## config.mk

```make
export PLATFORM = sky130hd
export DESIGN_NAME = uart_tx_periph_flat
export DESIGN_NICKNAME = d
export VERILOG_FILES = /design/src/rtl/uart_tx_periph_if.sv /design/src/rtl/uart_tx_periph.sv /design/src/flat_wrapper.sv
export SDC_FILE = /design/constraint.sdc
export NUM_CORES = 1
export LEC_CHECK = 0
export CAP_MARGIN = 10
export CORE_UTILIZATION = 48
export DETAILED_ROUTE_END_ITERATION = 12
export GPL_ROUTABILITY_DRIVEN = 0
export GPL_TIMING_DRIVEN = 0
export PLACE_DENSITY = 0.79
export SETUP_SLACK_MARGIN = 0.02
export SLEW_MARGIN = 20
export SYNTH_ARGS = -nofsm -noshare
export SYNTH_HDL_FRONTEND = slang
export SYNTH_SLANG_ARGS = --single-unit
```

## constraint.sdc

```tcl
create_clock -name sysclk -period 3.2 [get_ports sysclk]
set_input_delay 0.64 -clock sysclk [delete_from_list [all_inputs] [get_ports sysclk]]
set_output_delay 0.64 -clock sysclk [all_outputs]
set_load 0.05 [all_outputs]
```

## src/rtl/uart_tx_periph_if.sv

```systemverilog
// CPU data-memory bus as seen by the UART transmitter peripheral.
interface uart_tx_periph_if;
  logic        MemRead;
  logic        MemWrite;
  logic [31:0] MemBus_Address;
  logic [31:0] MemBus_Write_Data;
  logic [31:0] Device_Read_Data;

  modport master (
    output MemRead, MemWrite, MemBus_Address, MemBus_Write_Data,
    input  Device_Read_Data
  );

  modport slave (
    input  MemRead, MemWrite, MemBus_Address, MemBus_Write_Data,
    output Device_Read_Data
  );
endinterface

```

## src/rtl/uart_tx_periph.sv

```systemverilog
// Memory-mapped 8N1 UART transmitter with a small byte FIFO.
// Registers: TXDATA @BASE_ADDR, STATUS @+8, CONTROL @+12.
// Optional feature macro: UART_TX_IRQ_EN (transmit-done interrupt, CONTROL reg).
module uart_tx_periph #(
  parameter logic [31:0] BASE_ADDR = 32'h4000_0018,
  parameter logic [15:0] DIV       = 16'd5208,
  parameter int          DEPTH     = 4
) (
  input  logic             sysclk,
  input  logic             reset,
  uart_tx_periph_if.slave  bus,
  output logic             uart_txd,
  output logic             tx_irq
);
  localparam int PW = $clog2(DEPTH);
  localparam int CW = PW + 1;

  typedef enum logic [1:0] {IDLE, START, DATA, STOP} state_t;

  // STATUS register layout, LSB last
  typedef struct packed {
    logic [4:0] cnt;
    logic       ovf;
    logic       empty;
    logic       full;
    logic       busy;
  } stat_t;

  // address decode
  logic sel_tx, sel_st, sel_ctl;
  assign sel_tx  = (bus.MemBus_Address == BASE_ADDR);
  assign sel_st  = (bus.MemBus_Address == BASE_ADDR + 32'd8);
  assign sel_ctl = (bus.MemBus_Address == BASE_ADDR + 32'd12);

  // FIFO
  logic [7:0]    mem [DEPTH];
  logic [PW-1:0] wptr, rptr;
  logic [CW-1:0] count;
  logic          full, empty, push_req, push_ok, pop, ovf_set, ovf;

  assign full     = (count == CW'(DEPTH));
  assign empty    = (count == '0);
  assign push_req = bus.MemWrite & sel_tx;
  // a push into a full FIFO is fine when the head leaves on the same edge
  assign push_ok  = push_req & (~full | pop);
  assign ovf_set  = push_req & full & ~pop;

  // FIFO storage; head is read combinationally by the FSM on pop
  always_ff @(posedge sysclk) begin
    if (push_ok) mem[wptr] <= bus.MemBus_Write_Data[7:0];
  end

  // FIFO pointers, occupancy and sticky overflow
  always_ff @(posedge sysclk or negedge reset) begin
    if (!reset) begin
      wptr  <= '0;
      rptr  <= '0;
      count <= '0;
      ovf   <= 1'b0;
    end else begin
      if (push_ok) wptr <= wptr + PW'(1);
      if (pop)     rptr <= rptr + PW'(1);
      count <= count + CW'(push_ok) - CW'(pop);
      if (ovf_set)                  ovf <= 1'b1;
      else if (bus.MemRead & sel_st) ovf <= 1'b0;
    end
  end

  // transmit FSM
  state_t      state_q, state_d;
  logic [15:0] baud_q, baud_d;
  logic [2:0]  bit_q, bit_d;
  logic [7:0]  shr_q, shr_d;
  logic        txd_d, bit_end;

  assign bit_end = (baud_q == DIV - 16'd1);

  // FSM state, baud counter, shifter and registered line output
  always_ff @(posedge sysclk or negedge reset) begin
    if (!reset) begin
      state_q  <= IDLE;
      baud_q   <= '0;
      bit_q    <= '0;
      shr_q    <= '0;
      uart_txd <= 1'b1;
    end else begin
      state_q  <= state_d;
      baud_q   <= baud_d;
      bit_q    <= bit_d;
      shr_q    <= shr_d;
      uart_txd <= txd_d;
    end
  end

  // next-state, pop and next line level; every state change lands on bit_end,
  // so the baud counter is naturally reloaded to 0 on entry
  always_comb begin
    state_d = state_q;
    baud_d  = bit_end ? '0 : baud_q + 16'd1;
    bit_d   = bit_q;
    shr_d   = shr_q;
    pop     = 1'b0;
    case (state_q)
      IDLE: begin
        baud_d = '0;
        if (!empty) begin
          pop     = 1'b1;
          shr_d   = mem[rptr];
          state_d = START;
        end
      end
      START: if (bit_end) begin
        state_d = DATA;
        bit_d   = '0;
      end
      DATA: if (bit_end) begin
        if (bit_q == 3'd7) state_d = STOP;
        else               bit_d   = bit_q + 3'd1;
      end
      STOP: if (bit_end) begin
        if (!empty) begin
          pop     = 1'b1;
          shr_d   = mem[rptr];
          state_d = START;
        end else begin
          state_d = IDLE;
        end
      end
      default: state_d = IDLE;
    endcase
    case (state_d)
      START:   txd_d = 1'b0;
      DATA:    txd_d = shr_d[bit_d];
      default: txd_d = 1'b1;
    endcase
  end

  // interrupt block
  logic [31:0] ctl_rd;
`ifdef UART_TX_IRQ_EN
  logic irq_en, irq_flag, irq_set, ctl_wr;
  assign irq_set = (state_q == STOP) & bit_end & empty;
  assign ctl_wr  = bus.MemWrite & sel_ctl;
  assign ctl_rd  = {29'd0, irq_flag, 1'b0, irq_en};

  // enable, sticky done flag (set beats clear), registered request
  always_ff @(posedge sysclk or negedge reset) begin
    if (!reset) begin
      irq_en   <= 1'b0;
      irq_flag <= 1'b0;
      tx_irq   <= 1'b0;
    end else begin
      if (ctl_wr) irq_en <= bus.MemBus_Write_Data[0];
      if (irq_set)                               irq_flag <= 1'b1;
      else if (ctl_wr & bus.MemBus_Write_Data[1]) irq_flag <= 1'b0;
      tx_irq <= irq_flag & irq_en;
    end
  end
`else
  assign ctl_rd = '0;
  assign tx_irq = 1'b0;
`endif

  // zero-wait read mux
  stat_t       st;
  logic [31:0] rdata;
  assign st = '{cnt: 5'(count), ovf: ovf, empty: empty, full: full,
                busy: (state_q != IDLE)};

  // read data is zero unless a mapped readable register is being read
  always_comb begin
    rdata = '0;
    if (bus.MemRead) begin
      if (sel_st)       rdata = {23'd0, st};
      else if (sel_ctl) rdata = ctl_rd;
    end
  end
  assign bus.Device_Read_Data = rdata;

endmodule

```

## src/flat_wrapper.sv

```systemverilog
// flat-port wrapper written by rule: the top's interface ports become plain ports
module uart_tx_periph_flat 
#(
  parameter logic [31:0] BASE_ADDR = 32'h4000_0018,
  parameter logic [15:0] DIV       = 16'd5208,
  parameter int          DEPTH     = 4
)
  (sysclk, reset, uart_txd, tx_irq, bus_MemRead, bus_MemWrite, bus_MemBus_Address, bus_MemBus_Write_Data, bus_Device_Read_Data);
  uart_tx_periph_if bus_i ();
  input  logic sysclk;
  input  logic reset;
  output logic uart_txd;
  output logic tx_irq;
  input wire logic [$bits(bus_i.MemRead)-1:0] bus_MemRead;
  input wire logic [$bits(bus_i.MemWrite)-1:0] bus_MemWrite;
  input wire logic [$bits(bus_i.MemBus_Address)-1:0] bus_MemBus_Address;
  input wire logic [$bits(bus_i.MemBus_Write_Data)-1:0] bus_MemBus_Write_Data;
  output wire logic [$bits(bus_i.Device_Read_Data)-1:0] bus_Device_Read_Data;
  assign bus_i.MemRead = bus_MemRead;
  assign bus_i.MemWrite = bus_MemWrite;
  assign bus_i.MemBus_Address = bus_MemBus_Address;
  assign bus_i.MemBus_Write_Data = bus_MemBus_Write_Data;
  assign bus_Device_Read_Data = bus_i.Device_Read_Data;
  uart_tx_periph #(.BASE_ADDR(BASE_ADDR), .DIV(DIV), .DEPTH(DEPTH)) u_core (.sysclk(sysclk), .reset(reset), .bus(bus_i), .uart_txd(uart_txd), .tx_irq(tx_irq));
endmodule
```

==> impl_summary.log, run 1 <==
[metrics] cell count of the worst reg-to-reg path: 6
[metrics] Crit-path slowest cell: sky130_fd_sc_hd__clkdlybuf4s50_1
[metrics] pwr/cell area: 426.4 mW/mm^2
[metrics] post-DR vias/cell: 5.010
[metrics] cell count after placement: about 470
[metrics] Chip Height: ~90 um
[metrics] kind of critical path: in2out
[metrics] nature of the critical path startpoint: input pin
[metrics] width of the die: 88.54 um
[metrics] worst setup timing slack at the placement stage: -0.5501 ns
[metrics] library cell with the largest summed area after synthesis: sky130_fd_sc_hd__edfxtp_1
[metrics] Layout Utilization: 0.6267
[metrics] Largest delay share family, worst path: simple AND/OR/NAND/NOR gates
[metrics] initial standard-cell utilization of the core: 0.4956
[metrics] top cells by area in the synthesized netlist: sky130_fd_sc_hd__edfxtp_1, sky130_fd_sc_hd__dfrtp_1, sky130_fd_sc_hd__buf_4
[metrics] total wire length after detailed routing: 6.747 mm
[metrics] run status: finished clean
[metrics] fraction of post-synthesis cell area in the top cell type by area: 0.2673
[metrics] number of global-route vias before repair: 2399
[metrics] most numerous cell in the Yosys netlist: sky130_fd_sc_hd__dfrtp_1
[metrics] total iterations of the first detailed-routing run: 4
[metrics] Worst Setup Slack, final: 0.1405 ns
[metrics] fraction of layout instances using a drive strength above 1: 0.1821
[metrics] synthesis warning total: 0
[metrics] synth-to-layout area growth: 26.45%
[metrics] skew final: 0.01298 ns
[metrics] total chip power: 1.938 mW
[metrics] area of the placeable core: 0.007253 sq mm
[metrics] Post-synth EDFFs: 32
[metrics] Final Slew Violations: 0
[metrics] most used flip-flop cell after synthesis: sky130_fd_sc_hd__dfrtp_1
[metrics] RSZ-0062 raised after global routing: yes
[metrics] Critical R2R Launch: u_core.state_q[1]
[metrics] total clock sinks: 70
[metrics] buffers inserted by post-CTS timing repair: 0
[metrics] Cells after Synth: ~300
[metrics] CP Cell Sequence: clkdlybuf4s50_1 > nor4_1 > nand4_1 > nor3_4 > and2_1 > clkdlybuf4s18_2
[metrics] H-tree levels: 3
[metrics] cts bufs inserted: 9
[metrics] final routed wire length divided by cell count: 13.80 um
[metrics] Diodes inserted: 0
[metrics] DRC errors left: 0
[metrics] Worst Tran Pin Value: 0.6782 ns
[metrics] Total Die Area: 0.007839 sq mm
[metrics] required time of the critical path: 2.56 ns
[metrics] Seq cells post-synth: 70
[metrics] achievable frequency: around 330 MHz
[metrics] CTS tree: yes
[metrics] period utilization: 0.9561
[metrics] worst hold slack: 0.1597 ns
[metrics] number of nets with antenna violations after routing: 0
[metrics] reported max-cap violation count: 0
[metrics] fraction of registers with async set or reset after synthesis: 0.5429
[metrics] all-layer global routing usage: 0.1878
[metrics] remaining global-route overflow: 0
[metrics] total standard cell area after synthesis: around 0.0036 sq mm
[metrics] source of the critical timing path: bus_MemBus_Address[13]
[metrics] largest net degree at the start of global routing: 29
[metrics] count of distinct cell types in the synthesized netlist: 57
[metrics] register area share after synthesis: 0.5322
[metrics] net count of the finished layout: approximately 470
[metrics] clock input transition at the sequential cells of the worst setup and hold paths: approximately 0.07 ns
[metrics] Port Buf Inserts: 51
[metrics] io pins: 102
[metrics] Max-slew headroom: 0.5479
[metrics] Clock Tree Root: sky130_fd_sc_hd__clkbuf_8
[metrics] final cell count without fillers: approximately 490
[metrics] half-perimeter wire length after detailed placement: 4.986 mm
[metrics] Final Hold Fails: 0
[metrics] average size of a mapped cell: 12.10 sq um
[metrics] area of all placed cells without fillers: 0.004546 sq mm
[metrics] depth of the critical timing path with buffers and inverters included: 6
[metrics] Final Critical Period: a little over 3 ns
[metrics] type of the worst min-delay path: in2async
[metrics] Max Buffers Root-to-Sink: 2
[metrics] via count: 2450
[metrics] delay of the slowest critical-path stage: about 0.40 ns
[metrics] # rows: 31
[metrics] Clock Latency Late Sink: 0.35 ns
[metrics] initial antenna violation count: 0
[metrics] Bufs and invs on worst path: 2
[metrics] cell area after placement: between 0.004 and 0.005 sq mm
[metrics] standby leakage power: 1.884 nW
[metrics] largest fanout of any net on the critical path: 8
[metrics] setup total negative slack: 0 ns
[metrics] Critical Path Sink Type: output pin
[metrics] number of violations reported at the end of detailed-routing iteration 0: 87
[metrics] arrival time of the worst setup path: 2.42 ns
[metrics] setup violation total in the final timing report: 0
[metrics] maximum vdd drop: 0.4162 mV
[metrics] wire length of the first global-routing pass: 11.03 mm
[metrics] most used standard cells in the synthesized netlist: sky130_fd_sc_hd__dfrtp_1, sky130_fd_sc_hd__edfxtp_1, sky130_fd_sc_hd__buf_4
## final timing paths
path                                                 to  slack [ns]
worst max-delay path            bus_Device_Read_Data[3]        0.14
worst min-delay path                   u_core.baud_q[5]        0.16
worst max register to register         u_core.mem[3][5]        0.25
worst min register to register         u_core.baud_q[0]        0.49
max in group asynchronous               u_core.uart_txd        2.54
min in group sysclk                    u_core.baud_q[0]        0.49
## registers in the layout, summed over array words and instances, names as in the netlist
register and cells:
u_core.state_q 2, u_core.rptr 2, u_core.mem 32, u_core.count 3, u_core.baud_q 16, u_core.wptr 2
u_core.bit_q 3, u_core.ovf 1, u_core.uart_txd 1, u_core.shr_q 8
## cell type report
type,count,area (sq um)
inverter,18,67.56
tap,99,123.9
clock inverter,7,72.57
multi-input combinational,201,1495
fill,569,2708
clock buffer,9,123.9
timing repair buffer,52,519.2
buffer,33,230.2
sequential,70,1913
## power by group
group | internal [mW] | switching [mW] | leakage (nW)
registers | 0.981 | 0.0123 | 0.800
logic | 0.117 | 0.124 | 0.987
clock network | 0.361 | 0.343 | 0.0972
total | 1.46 | 0.480 | 1.88
## logic make-up (layout without fill, tap and decap cells)
family                   after synthesis  after routing  share of synthesized area
AO/OA/AOI/OAI                         38             38                    0.08145
AND/OR/NAND/NOR                       93             93                     0.1479
buffers and inverters                 51            119                    0.08284
flip-flops                            70             70                     0.5322
other                                  1             26                   0.001043
multiplexers                          13             13                    0.06230
XOR/XNOR                              17             17                    0.04142
adder cells (fa/ha/maj)               14             14                    0.05082
## per-layer routing
| layer | vias to the layer above | global-route usage | routed length [um] |
|---|---|---|---|
| li1 | 1206 | - | - |
| met1 | 1166 | 0.2241 | 2903 |
| met2 | 59 | 0.3245 | 3458 |
| met3 | 19 | 0.04757 | 217 |
| met4 | 0 | 0.07771 | 169 |
| met5 | - | 0 | 0 |
## cells in the final DEF, fill, tap and decap left out, types with 3 or more instances in the layout
cell                              count
sky130_fd_sc_hd__nand2_1             15
sky130_fd_sc_hd__xnor2_1             10
sky130_fd_sc_hd__xor2_1               7
sky130_fd_sc_hd__clkdlybuf4s15_2      3
sky130_fd_sc_hd__mux2i_1              4
sky130_fd_sc_hd__clkbuf_8             9
sky130_fd_sc_hd__nand4_1              8
sky130_fd_sc_hd__clkdlybuf4s50_1     43
sky130_fd_sc_hd__clkbuf_1             4
sky130_fd_sc_hd__mux4_2               7
sky130_fd_sc_hd__a211o_1              3
sky130_fd_sc_hd__nor3_1               5
sky130_fd_sc_hd__and2_1              10
sky130_fd_sc_hd__conb_1              26
sky130_fd_sc_hd__inv_1               17
sky130_fd_sc_hd__buf_4               26
sky130_fd_sc_hd__nand3_1              8
sky130_fd_sc_hd__buf_2                3
sky130_fd_sc_hd__nor4_1               5
sky130_fd_sc_hd__o21ai_0              6
sky130_fd_sc_hd__and3_1               6
sky130_fd_sc_hd__a21oi_1              6
sky130_fd_sc_hd__nor2_1              20
sky130_fd_sc_hd__edfxtp_1            32
sky130_fd_sc_hd__a32o_1               7
sky130_fd_sc_hd__dfrtp_1             37
sky130_fd_sc_hd__ha_1                13
## timing repair
action	4_1_cts	5_1_grt
setup endpoints to repair	7	7
hold buffers	0	0
pin swaps	0	2
resized for setup	22	8
No activity file was read; power rests on OpenSTA's default activity.
==> run 2, diff against run 1 <==
--- a/config.mk
+++ b/config.mk
@@ -6,12 +6,13 @@
 export NUM_CORES = 1
 export LEC_CHECK = 0
 export CAP_MARGIN = 10
-export CORE_UTILIZATION = 48
+export CORE_UTILIZATION = 52
 export DETAILED_ROUTE_END_ITERATION = 12
 export GPL_ROUTABILITY_DRIVEN = 0
 export GPL_TIMING_DRIVEN = 0
-export PLACE_DENSITY = 0.79
+export PLACE_DENSITY = 0.85
 export SETUP_SLACK_MARGIN = 0.02
+export SKIP_LAST_GASP = 1
 export SLEW_MARGIN = 20
 export SYNTH_ARGS = -nofsm -noshare
 export SYNTH_HDL_FRONTEND = slang
==> constraint.sdc (replaced) <==
create_clock -name sysclk -period 3.8 [get_ports sysclk]
set_input_delay 0.76 -clock sysclk [delete_from_list [all_inputs] [get_ports sysclk]]
set_output_delay 0.76 -clock sysclk [all_outputs]
set_load 0.05 [all_outputs]
==> run 2 against run 1 <==
Utilization up 7.7 points. Via count grew 0.16%. Sequential power is 16% lower. Critical path depth is the same. Total power down 9.2%. Non-clock buffer count did not move. Clock skew is 0.0038 ns lower. Register-to-register slack better by 0.58 ns. Critical path type unchanged. Largest cell class unchanged. Highest routed layer unchanged.
==> impl_summary.log, run 2 (same netlist as run 1, synthesis figures left out) <==
[metrics] run status: finished clean
[metrics] DRC errors left: 0
[metrics] source of the critical timing path: bus_MemBus_Address[29]
[metrics] Clock Tree Root: sky130_fd_sc_hd__clkbuf_8
[metrics] worst reg2reg setup slack: 0.83 ns
[metrics] Diodes inserted: 0
[metrics] total chip power: 1.760 mW
[metrics] area of the placeable core: 0.006495 sq mm
[metrics] Critical Path Sink Type: output pin
[metrics] synth-to-layout area growth: 27.22%
[metrics] largest fanout of any net on the critical path: 8
[metrics] number of violations reported at the end of detailed-routing iteration 0: roughly 100
[metrics] kind of critical path: in2out
[metrics] all-layer global routing usage: 0.2082
[metrics] remaining global-route overflow: 0
[metrics] final routed wire length divided by cell count: ~15 um
[metrics] Final Slew Violations: 0
[metrics] reported max-cap violation count: 0
[metrics] total clock sinks: 70
[metrics] cts bufs inserted: 9
[metrics] CP Cell Sequence: clkdlybuf4s50_1 > nor4b_1 > nand4_1 > nor3_2 > and3_1 > dlygate4sd2_1
[metrics] Max-slew headroom: 0.5296
[metrics] buffers inserted by post-CTS timing repair: 0
[metrics] delay of the slowest critical-path stage: 0.53 ns
[metrics] Final Hold Fails: 0
[metrics] Chip Height: roughly 85 um
[metrics] Critical R2R Launch: u_core.state_q[1]
[metrics] clock input transition at the sequential cells of the worst setup and hold paths: 0.08 ns
[metrics] total wire length after detailed routing: ~6.9 mm
[metrics] type of the worst min-delay path: in2async
[metrics] io pins: ~100
[metrics] pwr/cell area: 384.9 mW/mm^2
[metrics] fill count: 445
[metrics] period utilization: 0.9311
[metrics] setup violation total in the final timing report: 0
[metrics] Total Die Area: 0.007250 sq mm
[metrics] Crit-path slowest cell: sky130_fd_sc_hd__dlygate4sd2_1
[metrics] top library cells by usage in the layout, fill and taps aside: sky130_fd_sc_hd__clkdlybuf4s50_1, sky130_fd_sc_hd__dfrtp_1, sky130_fd_sc_hd__edfxtp_1
[metrics] skew final: 0.009196 ns
[metrics] width of the die: 85.15 um
[metrics] required time of the critical path: 3.04 ns
[metrics] half-perimeter wire length after detailed placement: 5.113 mm
[metrics] Max Buffers Root-to-Sink: 2
[metrics] # rows: 29
[metrics] multi-input combinational cell area: approximately 0.0015 sq mm
[metrics] wire length of the first global-routing pass: 11.69 mm
[metrics] Final Critical Period: 3.538 ns
[metrics] H-tree levels: 3
[metrics] RSZ-0062 raised after global routing: no
[metrics] via count: roughly 2500
[metrics] initial antenna violation count: 0
[metrics] net count of the finished layout: 467
[metrics] area occupied by registers: 0.001913 sq mm
[metrics] largest net degree at the start of global routing: 29
[metrics] flip-flop count of the largest register, all copies and words added: 32
[metrics] Worst Tran Pin Value: 0.7055 ns
[metrics] total iterations of the first detailed-routing run: 4
[metrics] most common library cell in the layout ignoring fill and taps: sky130_fd_sc_hd__clkdlybuf4s50_1
[metrics] Bufs and invs on worst path: 2
[metrics] number of global-route vias before repair: ~2500
[metrics] Clock Latency Late Sink: 0.34 ns
[metrics] achievable frequency: about 280 MHz
[metrics] number of nets with antenna violations after routing: 0
[metrics] arrival time of the worst setup path: 2.78 ns
[metrics] CTS tree: yes
[metrics] Largest regs: u_core.mem (32), u_core.baud_q (16), u_core.shr_q (8)
[metrics] initial standard-cell utilization of the core: 0.5535
[metrics] fraction of layout instances using a drive strength above 1: 0.1615
[metrics] Port Buf Inserts: 51
[metrics] standby leakage power: 2.001 nW
[metrics] post-DR vias/cell: 5.255
[metrics] setup total negative slack: 0 ns
[metrics] Reg with most FFs: u_core.mem
[metrics] maximum vdd drop: 0.3176 mV
[metrics] nature of the critical path startpoint: input pin
[metrics] worst hold slack: approximately 0.29 ns
[metrics] Largest delay share family, worst path: simple AND/OR/NAND/NOR gates
run 2: cell types whose count changed in the layout (fill, tap and decap cells not counted), moves of 2 or more:
cell                              previous run  this run
sky130_fd_sc_hd__buf_2                       3         1
sky130_fd_sc_hd__bufinv_16                   1         3
sky130_fd_sc_hd__dlymetal6s2s_1              0         6
sky130_fd_sc_hd__clkdlybuf4s15_2             3         0
sky130_fd_sc_hd__clkdlybuf4s18_2             2         0
run 2: layout make-up:
class	count	area share
repair buffers	52	0.1179
multi-input cells	201	0.3242
flip-flops and latches	70	0.4183
well taps	77	0.02107
inverters	18	0.01477
plain buffers	33	0.05034
clock buffers	9	0.02709
clock inverters	7	0.02627
run 2: per-layer routing:
layer  vias up  track usage  share of wire
met4         0      0.07242          0.015
met5         -            0              0
li1       1202            -              -
met1      1177       0.2479           0.42
met2        63       0.3695           0.53
met3        12      0.04961          0.042
run 2: path summary, 6_finish.rpt:
kind	end	depth (start not counted)
worst max-delay path	bus_Device_Read_Data[1]	6
worst min-delay path	u_core.baud_q[5]	1
worst max register to register	u_core.mem[3][7]	6
worst min register to register	u_core.baud_q[0]	1
max in group asynchronous	u_core.uart_txd	2
min in group sysclk	u_core.baud_q[0]	1
run 2: where the power goes:
part,internal [mW],total [mW],leakage [nW],switching [mW]
combinational,0.0980,0.204,1.08,0.106
clock,0.438,0.717,0.121,0.279
sequential,0.827,0.839,0.800,0.0125
run 2: per-stage QoR:
| stage | setup slack, ns | util | area [sq um] | instances |
|---|---|---|---|---|
| 4_1_cts | 0.02244 | 0.7018 | 4558 | 467 |
| 3_5_place_dp | -0.1448 | 0.6636 | 4310 | 451 |
| 3_3_place_gp | -0.1547 | 0.6613 | 4295 | 450 |
| 5_1_grt | 0.03740 | 0.7041 | 4573 | 467 |
| 6_report | 0.2616 | 0.7041 | 4573 | 467 |
| 2_1_floorplan | 0.9681 | - | 3689 | 322 |
run 2: timing repair:
| action | 4_1_cts | 5_1_grt |
|---|---|---|
| endpoints found under the setup margin | 7 | 6 |
| hold buffers | 0 | 0 |
| resized for setup | 2 | 6 |
